==> config.mk <==
export PLATFORM = sky130hd
export DESIGN_NAME = dtmr_ctrl
export DESIGN_NICKNAME = d
export VERILOG_FILES = /design/src/rtl/dtmr_ctrl.sv
export SDC_FILE = /design/constraint.sdc
export NUM_CORES = 1
export LEC_CHECK = 0
export BUFFER_PORTS_ARGS = -buffer_cell sky130_fd_sc_hd__buf_2
export CORE_MARGIN = 2
export CORE_UTILIZATION = 65
export CTS_BUF_LIST = sky130_fd_sc_hd__clkbuf_8
export CTS_CLUSTER_SIZE = 12
export DETAILED_ROUTE_END_ITERATION = 6
export HOLD_SLACK_MARGIN = 0.03
export PLACE_DENSITY = 0.86
export SLEW_MARGIN = 40
export SYNTH_ARGS = -nofsm -noshare
export SYNTH_HDL_FRONTEND = slang
export SYNTH_SLANG_ARGS = --single-unit
==> constraint.sdc <==
create_clock -name clk -period 3.85 [get_ports clk]
set_input_delay 0.385 -clock clk [delete_from_list [all_inputs] [get_ports clk]]
set_output_delay 0.385 -clock clk [all_outputs]
set_load 0.005 [all_outputs]
==> src/rtl/dtmr_ctrl.sv <==
// rtl/dtmr_ctrl.sv - Dynamic TMR controller: mode selection, fault filtering, copy recovery and retirement
module dtmr_ctrl #(
  parameter int FAULT_LIMIT   = 4,
  parameter int RST_CYCLES    = 8,
  parameter int SETTLE_CYCLES = 4,
  parameter int RETRY_MAX     = 2
) (
  input  logic       clk,
  input  logic       rst,
  input  logic       crit_req,
  input  logic [2:0] fault,
  output logic       state,
  output logic [2:0] copy_rst,
  output logic [2:0] copy_dead,
  output logic [2:0] fault_seen,
  output logic       redund_lost
);

  localparam int FW  = ($clog2(FAULT_LIMIT + 1) < 1) ? 1 : $clog2(FAULT_LIMIT + 1);
  localparam int RCW = (RST_CYCLES > 1) ? $clog2(RST_CYCLES) : 1;
  localparam int SW  = (SETTLE_CYCLES > 1) ? $clog2(SETTLE_CYCLES) : 1;
  localparam int RW  = ($clog2(RETRY_MAX + 1) < 1) ? 1 : $clog2(RETRY_MAX + 1);

  localparam logic [FW-1:0]  FLIM  = FW'(FAULT_LIMIT);
  localparam logic [RCW-1:0] RLAST = RCW'(RST_CYCLES - 1);
  localparam logic [SW-1:0]  SLAST = SW'(SETTLE_CYCLES - 1);
  localparam logic [RW-1:0]  RMAX  = RW'(RETRY_MAX);

  typedef enum logic [1:0] {SIMPLEX, SETTLE, VOTE, RECOVER} fsm_t;

  fsm_t           fsm;
  logic [FW-1:0]  fcnt  [3];
  logic [RW-1:0]  retry [3];
  logic [RCW-1:0] rcnt;
  logic [SW-1:0]  scnt;

  logic [FW-1:0]  nf [3];
  logic [2:0]     hit;
  logic [1:0]     sel;
  logic           any_hit;
  logic           can_retry;

  // Next fault counts as they would be after this VOTE cycle; the limit is
  // detected on the cycle the last fault is sampled so recovery starts next cycle.
  always_comb begin
    hit = '0;
    sel = '0;
    for (int k = 0; k < 3; k++) begin
      if (fault[k] && !copy_dead[k])
        nf[k] = (fcnt[k] == FLIM) ? FLIM : fcnt[k] + 1'b1;
      else
        nf[k] = '0;
      hit[k] = (nf[k] == FLIM);
    end
    for (int k = 2; k >= 0; k--)
      if (hit[k]) sel = 2'(k);
    any_hit   = |hit;
    can_retry = (retry[sel] < RMAX) && !redund_lost;
  end

  always_ff @(posedge clk or posedge rst) begin
    if (rst) begin
      fsm         <= SIMPLEX;
      state       <= 1'b0;
      copy_rst    <= '0;
      copy_dead   <= '0;
      fault_seen  <= '0;
      redund_lost <= 1'b0;
      rcnt        <= '0;
      scnt        <= '0;
      for (int k = 0; k < 3; k++) begin
        fcnt[k]  <= '0;
        retry[k] <= '0;
      end
    end else begin
      redund_lost <= ($countones(copy_dead) >= 2);
      case (fsm)
        SIMPLEX: begin
          for (int k = 0; k < 3; k++) fcnt[k] <= '0;
          if (crit_req) begin
            fsm   <= SETTLE;
            state <= 1'b1;
            scnt  <= '0;
          end
        end
        SETTLE: begin
          if (!crit_req) begin
            fsm   <= SIMPLEX;
            state <= 1'b0;
          end else if (scnt == SLAST) begin
            fsm <= VOTE;
          end else begin
            scnt <= scnt + 1'b1;
          end
        end
        VOTE: begin
          fault_seen <= fault_seen | (fault & ~copy_dead);
          for (int k = 0; k < 3; k++) fcnt[k] <= nf[k];
          if (any_hit) begin
            if (can_retry) begin
              retry[sel] <= retry[sel] + 1'b1;
              for (int k = 0; k < 3; k++) fcnt[k] <= '0;
              copy_rst <= 3'b001 << sel;
              rcnt     <= '0;
              fsm      <= RECOVER;
            end else begin
              copy_dead[sel] <= 1'b1;
              fcnt[sel]      <= '0;
            end
          end else if (!crit_req) begin
            for (int k = 0; k < 3; k++) fcnt[k] <= '0;
            fsm   <= SIMPLEX;
            state <= 1'b0;
          end
        end
        RECOVER: begin
          if (rcnt == RLAST) begin
            copy_rst <= '0;
            scnt     <= '0;
            fsm      <= SETTLE;
          end else begin
            rcnt <= rcnt + 1'b1;
          end
        end
        default: begin
          fsm   <= SIMPLEX;
          state <= 1'b0;
        end
      endcase
    end
  end

endmodule
==> impl_results.md, run 1 <==
* Num CTS Buffers at 5
* Crit path DAT at 3050 ps
* Number of H-tree levels at 2
* Worst Path Max Fanout at 11
* Internal power at 0.000731 W
* # setup viols final at 0
* Gr ovfl total at 0
* Least-Margin Pin Slew at 727 ps
* Vias at 1662
* PortBufs at 16
* NetSw at 0.000428 W
* Combinational fraction of design power at 38.3%
* Yosys warns at 0
* Register area share after synthesis at 41.8%
* Most used DFF post-synth: dfrtp_1
* Min Tclk post-route at 2870 ps
* Startpoint Class: register
* Chip Width at 59.1 um
* Quantity of gates resized following cts at 0
* Max_cap viols at 0
* Final std cells w/o fill at 249
* Post-Syn Area at 1970 um2
* Flop pwr share at 39.6%
* Dpl cells at 242
* Area Overhead vs Synth at 9.57%
* DP Wirelength at 3170 um
* R2r setup slk at 980 ps
* Sw frac at 36.9%
* Syn Area/Cell at 9.92 um2
* DR pass1 iterations at 4
* Vias per std cell at 6.67
* Leak at 1.05 nW
* Setup CP Type: reg2reg
* Die Y-Extent at 59.1 um
* IO Pins at 17
* Maximum vdd drop at 0.393 mV
* Tcrit/Tclk final at 74.6%
* ANT nets after route at 0
* Post-synthesis cell type count at 50
* CTS Sinks at 33
* Power Density at 536 nW/um2
* WL final at 4330 um
* Hold-fix buffers, CTS at 0
* Post-Synthesis Cells at 199
* Number of setup buffers added after CTS at 0
* Die footprint at 3490 um2
* Fin. max-slew vios at 0
* Initial antenna violation count at 0
* CP endpoint kind: register
* Register area at 826 um2
* GPL Wtd Cong at 0.844
* Layout cell share with drive strength beyond 1 at 15.6%
* RSZ-0062 raised after global routing: false
* Flops & latches, synth at 33
* Commonest non-fill, non-tap cell in the layout: dfrtp_1
* Core ar. at 2830 um2
* Most frequent cells in the layout: dfrtp_1, inv_1, buf_2, ha_1
* First-pass GRT wire length at 7490 um
* Root Buffer: clkbuf_8
* Fillers at 202
* Slew HR at 50.9%
* Syn_nets at 219
* Share of total power in the clock network at 22.2%
* Multi-input gate area at 1060 um2
* ANT cells at 0
* Hold Crit Class: in2async
* Post-synth EDFFs at 0
* Worst clock skew at 7.51 ps
* Routed wire per std cell at 17.4 um
* Largest net degree at the start of global routing at 34
* 1st-iter DRT viols at 119
* Clk slew on worst S/H paths at 70 ps
* R2R depth at 8
* Hold WS at 180 ps
* Start of the worst register-to-register path: fcnt[6]
* Asr flop ratio synth at 100%
* Fin nets at 238
* Final hold vios at 0
* CTS tree: yes
* Starting Density at 69.8%
* Drc violations at 0
* TNS Setup at 0 ps
* Outcome: finished clean
* Vias in the first global route at 1654
* Clk buf depth at 2
* Max frequency at 348 MHz
* Worst EP required at 4030 ps
* Worst-skew pair later-pin latency at 280 ps
* Row Count at 19
* GRT Util Overall at 28.3%
* Capturing point of the worst reg2reg path: fcnt[3]
==> power groups by stage <==
stage               clock (W)  sequential [W]  combinational, W
CTS                  0.000261        0.000459          0.000440
global route         0.000270        0.000467          0.000499
floorplan                   0        0.000455          0.000332
finish               0.000257        0.000459          0.000443
detailed placement          0        0.000464          0.000437
global placement            0        0.000458          0.000409
==> stage by stage <==
stage | setup slack [ps] | total power, W | area (um2) | util (%)
floorplan | 1500 | 0.000788 | 1970 | -
global placement | 1250 | 0.000867 | 2070 | 73.3
detailed placement | 1050 | 0.000901 | 2070 | 73.3
CTS | 1030 | 0.00116 | 2160 | 76.4
global route | 653 | 0.00124 | 2160 | 76.5
finish | 978 | 0.00116 | 2160 | 76.5
==> worst max path at each step <==
stage	endpoint	from	slack (ps)	cells past startpoint
floorplan	rcnt[1]	fcnt[0]	1500	9
global placement	fcnt[3]	fcnt[6]	1250	8
detailed placement	fcnt[3]	fcnt[6]	1050	8
CTS	fcnt[3]	fcnt[6]	1030	8
global route	fcnt[3]	fcnt[6]	650	8
finish	fcnt[3]	fcnt[6]	980	8
==> final cells by class <==
| cell class | instances | share of cell area [%] |
|---|---|---|
| clock inverters | 1 | 0.174 |
| multi-input cells | 143 | 48.9 |
| clock buffers | 6 | 3.82 |
| inverters | 18 | 3.12 |
| well taps | 31 | 1.79 |
| repair buffers | 17 | 4.05 |
| flip-flops and latches | 33 | 38.2 |
==> registers in the layout (all words and copies together), names as in the netlist, 2 cells and up <==
name and flops:
copy_dead 3, copy_rst 3, fault_seen 3, fcnt 9, fsm 2, rcnt 3, retry 6, scnt 2
==> synthesized netlist by cell type (all sizes together) (2+ instances only) <==
cell type,number,area [um2]
clkbuf,3,11.3
dfrtp,33,826
nand2b,7,43.8
nor3,4,31.3
nor2,9,33.8
inv,18,67.6
a22o,5,43.8
ha,14,175
o22ai,3,18.8
nand3,6,30.0
o2111a,2,22.5
nor2b,6,37.5
a31o,3,26.3
a21oi,9,48.8
o21a,2,15.0
a32o,2,20.0
o311ai,2,17.5
o2111ai,2,17.5
nand2,11,41.3
or3,4,30.0
o211ai,4,40.0
nor3b,3,22.5
o21bai,2,15.0
xnor2,2,17.5
o21ai,11,55.1
a31oi,4,25.0
buf,2,15.0
nand3b,4,30.0
a311oi,2,17.5
a21o,5,37.5
==> layer usage <==
layer / part of all wire (%) / up-vias / GRT usage (%)
li1: - / 775 / -
met1: 44 / 808 / 38.9
met2: 49 / 66 / 45.9
met3: 5.3 / 13 / 4.80
met4: 1.9 / 0 / 9.09
met5: 0 / - / 0
==> critical path, cell delays in order (launching register included) <==
cell and delay, ps:
dfrtp_1 410, inv_1 60, ha_1 330, nor3b_1 280, o2111ai_1 350, a32o_1 400
a21oi_2 420, o21ai_0 240, o31ai_1 290
==> cells by family after synthesis <==
| kind of cell | synth area share (%) |
|---|---|
| AO/OA/AOI/OAI | 25.7 |
| XOR/XNOR | 1.33 |
| adder cells (fa/ha/maj) | 8.87 |
| buffers and inverters | 4.75 |
| flip-flops | 41.8 |
| multiplexers | 1.08 |
| AND/OR/NAND/NOR | 16.5 |
No activity file was read; power rests on OpenSTA's default activity.
==> inputs of run 2 (changes only) <==
--- a/config.mk
+++ b/config.mk
@@ -5,14 +5,15 @@
 export SDC_FILE = /design/constraint.sdc
 export NUM_CORES = 1
 export LEC_CHECK = 0
+export ABC_AREA = 1
 export BUFFER_PORTS_ARGS = -buffer_cell sky130_fd_sc_hd__buf_2
 export CORE_MARGIN = 2
-export CORE_UTILIZATION = 65
+export CORE_UTILIZATION = 62
 export CTS_BUF_LIST = sky130_fd_sc_hd__clkbuf_8
 export CTS_CLUSTER_SIZE = 12
 export DETAILED_ROUTE_END_ITERATION = 6
 export HOLD_SLACK_MARGIN = 0.03
-export PLACE_DENSITY = 0.86
+export PLACE_DENSITY = 0.82
 export SLEW_MARGIN = 40
 export SYNTH_ARGS = -nofsm -noshare
 export SYNTH_HDL_FRONTEND = slang
==> constraint.sdc (replaced) <==
create_clock -name clk -period 2.7 [get_ports clk]
set_input_delay 0.27 -clock clk [delete_from_list [all_inputs] [get_ports clk]]
set_output_delay 0.27 -clock clk [all_outputs]
set_load 0.005 [all_outputs]
==> impl_results.md, run 2 <==
* Die Y-Extent at 63.0 um
* Largest area contributor in the netlist: dfrtp_1
* Fin. max-slew vios at 0
* Synth Area in Compound Gates at 5.17%
* ANT cells at 0
* Clk buf depth at 2
* Core ar. at 3340 um2
* Simple-Gate Fraction of Synth Area at 41.3%
* PortBufs at 16
* Outcome: finished clean
* Leak at 1.27 nW
* Starting Density at 64.6%
* R2r setup slk at 580 ps
* Slew HR at 51.4%
* CP endpoint kind: register
* Largest registers: fcnt: 9 flops, retry: 6 flops
* Min Tclk post-route at 2120 ps
* Commonest non-fill, non-tap cell in the layout: nand2_1
* Vias at 1802
* Max frequency at 472 MHz
* Register area share after synthesis at 38.3%
* Post-Synth XOR/XNOR Area at 0%
* # setup viols final at 0
* Number of setup buffers added after CTS at 0
* DR pass1 iterations at 4
* Setup Slack @ Placement at 639 ps
* Power Density at 521 nW/um2
* Worst Path Max Fanout at 12
* Syn Area/Cell at 7.90 um2
* Most flops, register: fcnt
* Share of synthesized area spent on multiplexers at 0%
* Tot Pwr at 0.00124 W
* Vias per std cell at 5.25
* Clk slew on worst S/H paths at 70 ps
* TNS Setup at 0 ps
* Die footprint at 3960 um2
* Chip Width at 63.0 um
* Fillers at 276
* Quantity of gates resized following cts at 0
* Met3 WL post-DR at 228 um
* Final worst slack at 582 ps
* Hold-fix buffers, CTS at 0
* Hold Crit Class: in2async
* Gr ovfl total at 0
* Flops & latches, synth at 33
* NetSw at 0.000413 W
* Fin nets at 316
* Final hold vios at 0
* Number of H-tree levels at 2
* Post-route core utilization at 71.4%
* Share of total power in the clock network at 28.7%
* Most common cell in the netlist: nand2_1
* Yosys warns at 0
* GPL Wtd Cong at 0.876
* CTS tree: yes
* Top sig layer: met4
* Routed wire per std cell at 12.7 um
* Top-area cell type share of the netlist area at 38.3%
* Largest family of logic cells by synthesized area: simple AND/OR/NAND/NOR gates
* IO Pins at 17
* Metal-1 WL at 1980 um
* CTS Sinks at 33
* Most used DFF post-synth: dfrtp_1
* Initial antenna violation count at 0
* Syn_nets at 293
* Flop pwr share at 46.1%
* Met2 wire length at 2060 um
* WL final at 4360 um
* Tcrit/Tclk final at 78.4%
* Post-Synth Adder-Cell Area at 8.13%
* RSZ-0062 raised after global routing: false
* Multi-input gate area at 1180 um2
* ANT nets after route at 0
* Post-Synthesis Cells at 273
* Vias in the first global route at 1767
* First-pass GRT wire length at 7890 um
* Post-synth top cells: nand2_1, dfrtp_1, inv_1, nor2_1
* Top post-synthesis cells by area: dfrtp_1, nand2_1, ha_1
* Startpoint Class: register
* DP Wirelength at 3230 um
* Register area at 826 um2
* Worst clock skew at 9.19 ps
* Combinational fraction of design power at 25.2%
* Max_cap viols at 0
* Crit path DAT at 2300 ps
* Post-synth EDFFs at 0
* 1st-iter DRT viols at 106
* Post-synthesis cell type count at 30
* Area Overhead vs Synth at 10.6%
* Most frequent cells in the layout: nand2_1, dfrtp_1, inv_1, nor2_1, buf_2
* Least-Margin Pin Slew at 727 ps
* Largest net degree at the start of global routing at 34
* Setup CP Type: reg2reg
* Post-Syn Area at 2160 um2
* Internal power at 0.000828 W
* Layout cell share with drive strength beyond 1 at 25.3%
* Root Buffer: clkbuf_8
* Max reg flops at 9
* Worst EP required at 2880 ps
* Num CTS Buffers at 5
* Maximum vdd drop at 0.415 mV
* Worst-skew pair later-pin latency at 290 ps
* GRT Util Overall at 25.6%
* Drc violations at 0
* Row Count at 21
* Asr flop ratio synth at 100%
* Sw frac at 33.3%
## run 2: path summary, 6_finish.rpt
| check | startpoint | endpoint | depth (start not counted) |
|---|---|---|---|
| worst max-delay path | fsm[0] | copy_rst[0] | 7 |
| worst min-delay path | rst | rcnt[2] | 3 |
| worst max register to register | fsm[0] | copy_rst[0] | 7 |
| worst min register to register | retry[3] | retry[3] | 2 |
| max in group asynchronous | rst | retry[4] | 3 |
| min in group clk | crit_req | state | 3 |
## run 2: stage by stage
step	hold WS (ps)	cells	instance area (um2)
2_1_floorplan	399	273	2160
3_3_place_gp	377	335	2300
3_5_place_dp	384	335	2300
4_1_cts	70.2	343	2380
5_1_grt	93.6	343	2380
6_report	51.0	343	2380
## run 2: routing by layer
layer | GRT usage [%] | vias to the layer above
met5 | 0 | -
met4 | 12.2 | 0
met3 | 7.03 | 10
met2 | 41.0 | 48
met1 | 32.0 | 834
li1 | - | 910
## run 2: cells by family (layout without fill, tap and decap cells)
family / count (synthesis) / after routing
compound gates: 18 / 18
fa+ha+maj: 14 / 14
buf+inv: 41 / 65
flops: 33 / 33
simple gates: 167 / 167
## run 2: critical path: stages (launching register included)
cell and delay [ps]:
dfrtp_1 410, inv_1 100, ha_1 530, clkinv_1 190
o21ai_0 480, nand3_2 160, nand2_1 80, nand2_1 60
## run 2: layout make-up
cell class	count	area share, %
multi-input combinational	199	49.3
sequential	33	34.6
inverter	39	6.14
timing repair buffer	18	3.99
clock buffer	5	2.89
tap	46	2.41
clock inverter	3	0.577
## run 2: power by group through the flow
stage               Combinational, W  Sequential (W)  Clock, W
CTS                         0.000312        0.000572  0.000364
detailed placement          0.000310        0.000581         0
global placement            0.000300        0.000578         0
floorplan                   0.000223        0.000576         0
finish                      0.000312        0.000572  0.000356
global route                0.000355        0.000578  0.000387
==> inputs of run 3 (changes only) <==
--- a/config.mk
+++ b/config.mk
@@ -8,12 +8,12 @@
 export ABC_AREA = 1
 export BUFFER_PORTS_ARGS = -buffer_cell sky130_fd_sc_hd__buf_2
 export CORE_MARGIN = 2
-export CORE_UTILIZATION = 62
+export CORE_UTILIZATION = 56
 export CTS_BUF_LIST = sky130_fd_sc_hd__clkbuf_8
 export CTS_CLUSTER_SIZE = 12
 export DETAILED_ROUTE_END_ITERATION = 6
 export HOLD_SLACK_MARGIN = 0.03
-export PLACE_DENSITY = 0.82
+export PLACE_DENSITY = 0.78
 export SLEW_MARGIN = 40
 export SYNTH_ARGS = -nofsm -noshare
 export SYNTH_HDL_FRONTEND = slang
==> constraint.sdc (replaced) <==
create_clock -name clk -period 1.85 [get_ports clk]
set_input_delay 0.185 -clock clk [delete_from_list [all_inputs] [get_ports clk]]
set_output_delay 0.185 -clock clk [all_outputs]
set_load 0.005 [all_outputs]
==> impl_results.md, run 3 (same netlist as run 2, synthesis figures left out) <==
* Area Overhead vs Synth at 30.6%
* Endpoint, Worst Hold: state
* Vias in the first global route at 1972
* Slew HR at 55.3%
* Worst EP required at 2030 ps
* Max_cap viols at 0
* Largest registers: fcnt: 9 flops, retry: 6 flops
* R2r setup slk at -240 ps
* Commonest non-fill, non-tap cell in the layout: nand2_1
* Maximum vdd drop at 0.640 mV
* Drc violations at 0
* Hold Crit Class: in2reg
* Row Count at 22
* DR pass1 iterations at 5
* CP max stage delay at 400 ps
* Layout cell share with drive strength beyond 1 at 40.6%
* ANT nets after route at 0
* Outcome: complete, but fails checks
* Fin nets at 349
* DP Wirelength at 3380 um
* CP endpoint kind: register
* Gr ovfl total at 0
* Starting Density at 58.4%
* Vias at 1983
* Post-route core utilization at 76.3%
* Critical Path, Cell by Cell: inv_2, ha_4, nand2_2, nand2_2, nor2_2, nor2_1, nand2_2, nand3_4, nand3_4, nand3_4, nand2_4, nand3_4, nand2_1, nand2_1
* Largest net degree at the start of global routing at 34
* Fin. max-slew vios at 0
* Die footprint at 4360 um2
* Most frequent cells in the layout: nand2_1, dfrtp_1, buf_4, inv_1
* Chip Width at 66.0 um
* Clk slew on worst S/H paths at 70 ps
* RSZ-0062 raised after global routing: true
* Capturing point of the worst reg2reg path: rcnt[2]
* Hold WS at 198 ps
* GRT Util Overall at 27.3%
* R2R depth at 14
* Least-Margin Pin Slew at 668 ps
* Routed wire per std cell at 14.8 um
* Core ar. at 3690 um2
* Clk buf depth at 2
* Num CTS Buffers at 5
* CTS Sinks at 33
* Most flops, register: fcnt
* Start of the worst register-to-register path: fcnt[3]
* Power Density at 702 nW/um2
* Startpoint Class: register
* Violated checks: setup timing
* # setup viols final at 27
* Worst Path Max Fanout at 7
* Max reg flops at 9
* Final worst slack at -238 ps
* Leak at 1.47 nW
* Worst clock skew at 5.63 ps
* TNS Setup at -4030 ps
* Worst hold stages at 3
* Hold path startpoint: crit_req
* Vias per std cell at 5.25
* Root Buffer: clkbuf_8
* PortBufs at 16
* Largest delay share family, worst path: simple AND/OR/NAND/NOR gates
* GPL Wtd Cong at 0.864
* Crit path buffers/inverters at 1
* Worst-skew pair later-pin latency at 290 ps
* 1st-iter DRT viols at 172
* Min Tclk post-route at 2090 ps
* CTS tree: yes
* Crit-path most repeated cell: nand3_4
* Setup CP Type: reg2reg
* Final hold vios at 0
* ANT cells at 0
* Max frequency at 479 MHz
* IO Pins at 17
* WL final at 5580 um
* Number of H-tree levels at 2
* Initial antenna violation count at 0
* Tcrit/Tclk final at 113%
* Die Y-Extent at 66.0 um
* Critical path's slowest cell: dfrtp_1
* Crit path DAT at 2270 ps
* First-pass GRT wire length at 8920 um
[run 3: changes by cell type in the layout (fill, tap and decap cells not counted), sizes merged]
cell         change
clkinv           -1
inv              -1
clkbuf           +2
buf             +32
dlygate4sd3      +1
[run 3: worst max-delay path by stage]
stage / cells past startpoint / from / endpoint
3_3_place_gp: 14 / fcnt[6] / retry[2]
3_5_place_dp: 14 / fcnt[6] / fsm[0]
5_1_grt: 15 / fcnt[3] / retry[5]
6_report: 14 / fcnt[3] / rcnt[2]
2_1_floorplan: 14 / fcnt[6] / fsm[0]
4_1_cts: 14 / fcnt[6] / copy_rst[1]
[run 3: layout make-up]
type                    count  area (um2)
clock buffers               7        96.3
multi-input cells         199        1330
clock inverters             1        5.00
inverters                  39         146
fillers                   245         873
well taps                  48        60.1
flip-flops and latches     33         826
repair buffers             51         353
[run 3: power by group]
part           leakage (nW)  internal [W]  total, W  switching (W)
clock network        0.0542      0.000336  0.000610       0.000273
logic                 0.999      0.000198  0.000520       0.000321
registers             0.414      0.000788  0.000846      0.0000576
[run 3: through the flow]
step / cell area, um2 / setup slack, ps / std cells / power [W]
2_1_floorplan: 2160 / 37.2 / 273 / 0.00117
3_3_place_gp: 2430 / -87.2 / 354 / 0.00130
6_report: 2820 / -238 / 378 / 0.00197
5_1_grt: 2820 / -291 / 378 / 0.00209
4_1_cts: 2730 / -122 / 373 / 0.00193
3_5_place_dp: 2430 / -135 / 354 / 0.00131
[run 3: tightest hold or removal path: cells and delay by family]
kind,cells,cell delay (ps)
buffers and inverters,1,120
AOI/OAI and AO/OA,2,130
[run 3: timing repair]
| item | in CTS | in global routing |
|---|---|---|
| buffers inserted | 10 | 5 |
| hold buffers | 1 | 0 |
| endpoints found under the hold margin | 33 | 0 |
| setup endpoints to repair | 27 | 27 |
| pin swaps | 20 | 15 |
| resized for setup | 30 | 13 |
[run 3: per-layer routing]
layer | global-route usage, % | vias to the layer above | wire length (um)
met5 | 0 | - | 0
met4 | 14.5 | 0 | 250
met3 | 5.96 | 20 | 213
met2 | 46.1 | 59 | 2720
met1 | 32.3 | 929 | 2400
li1 | - | 975 | -
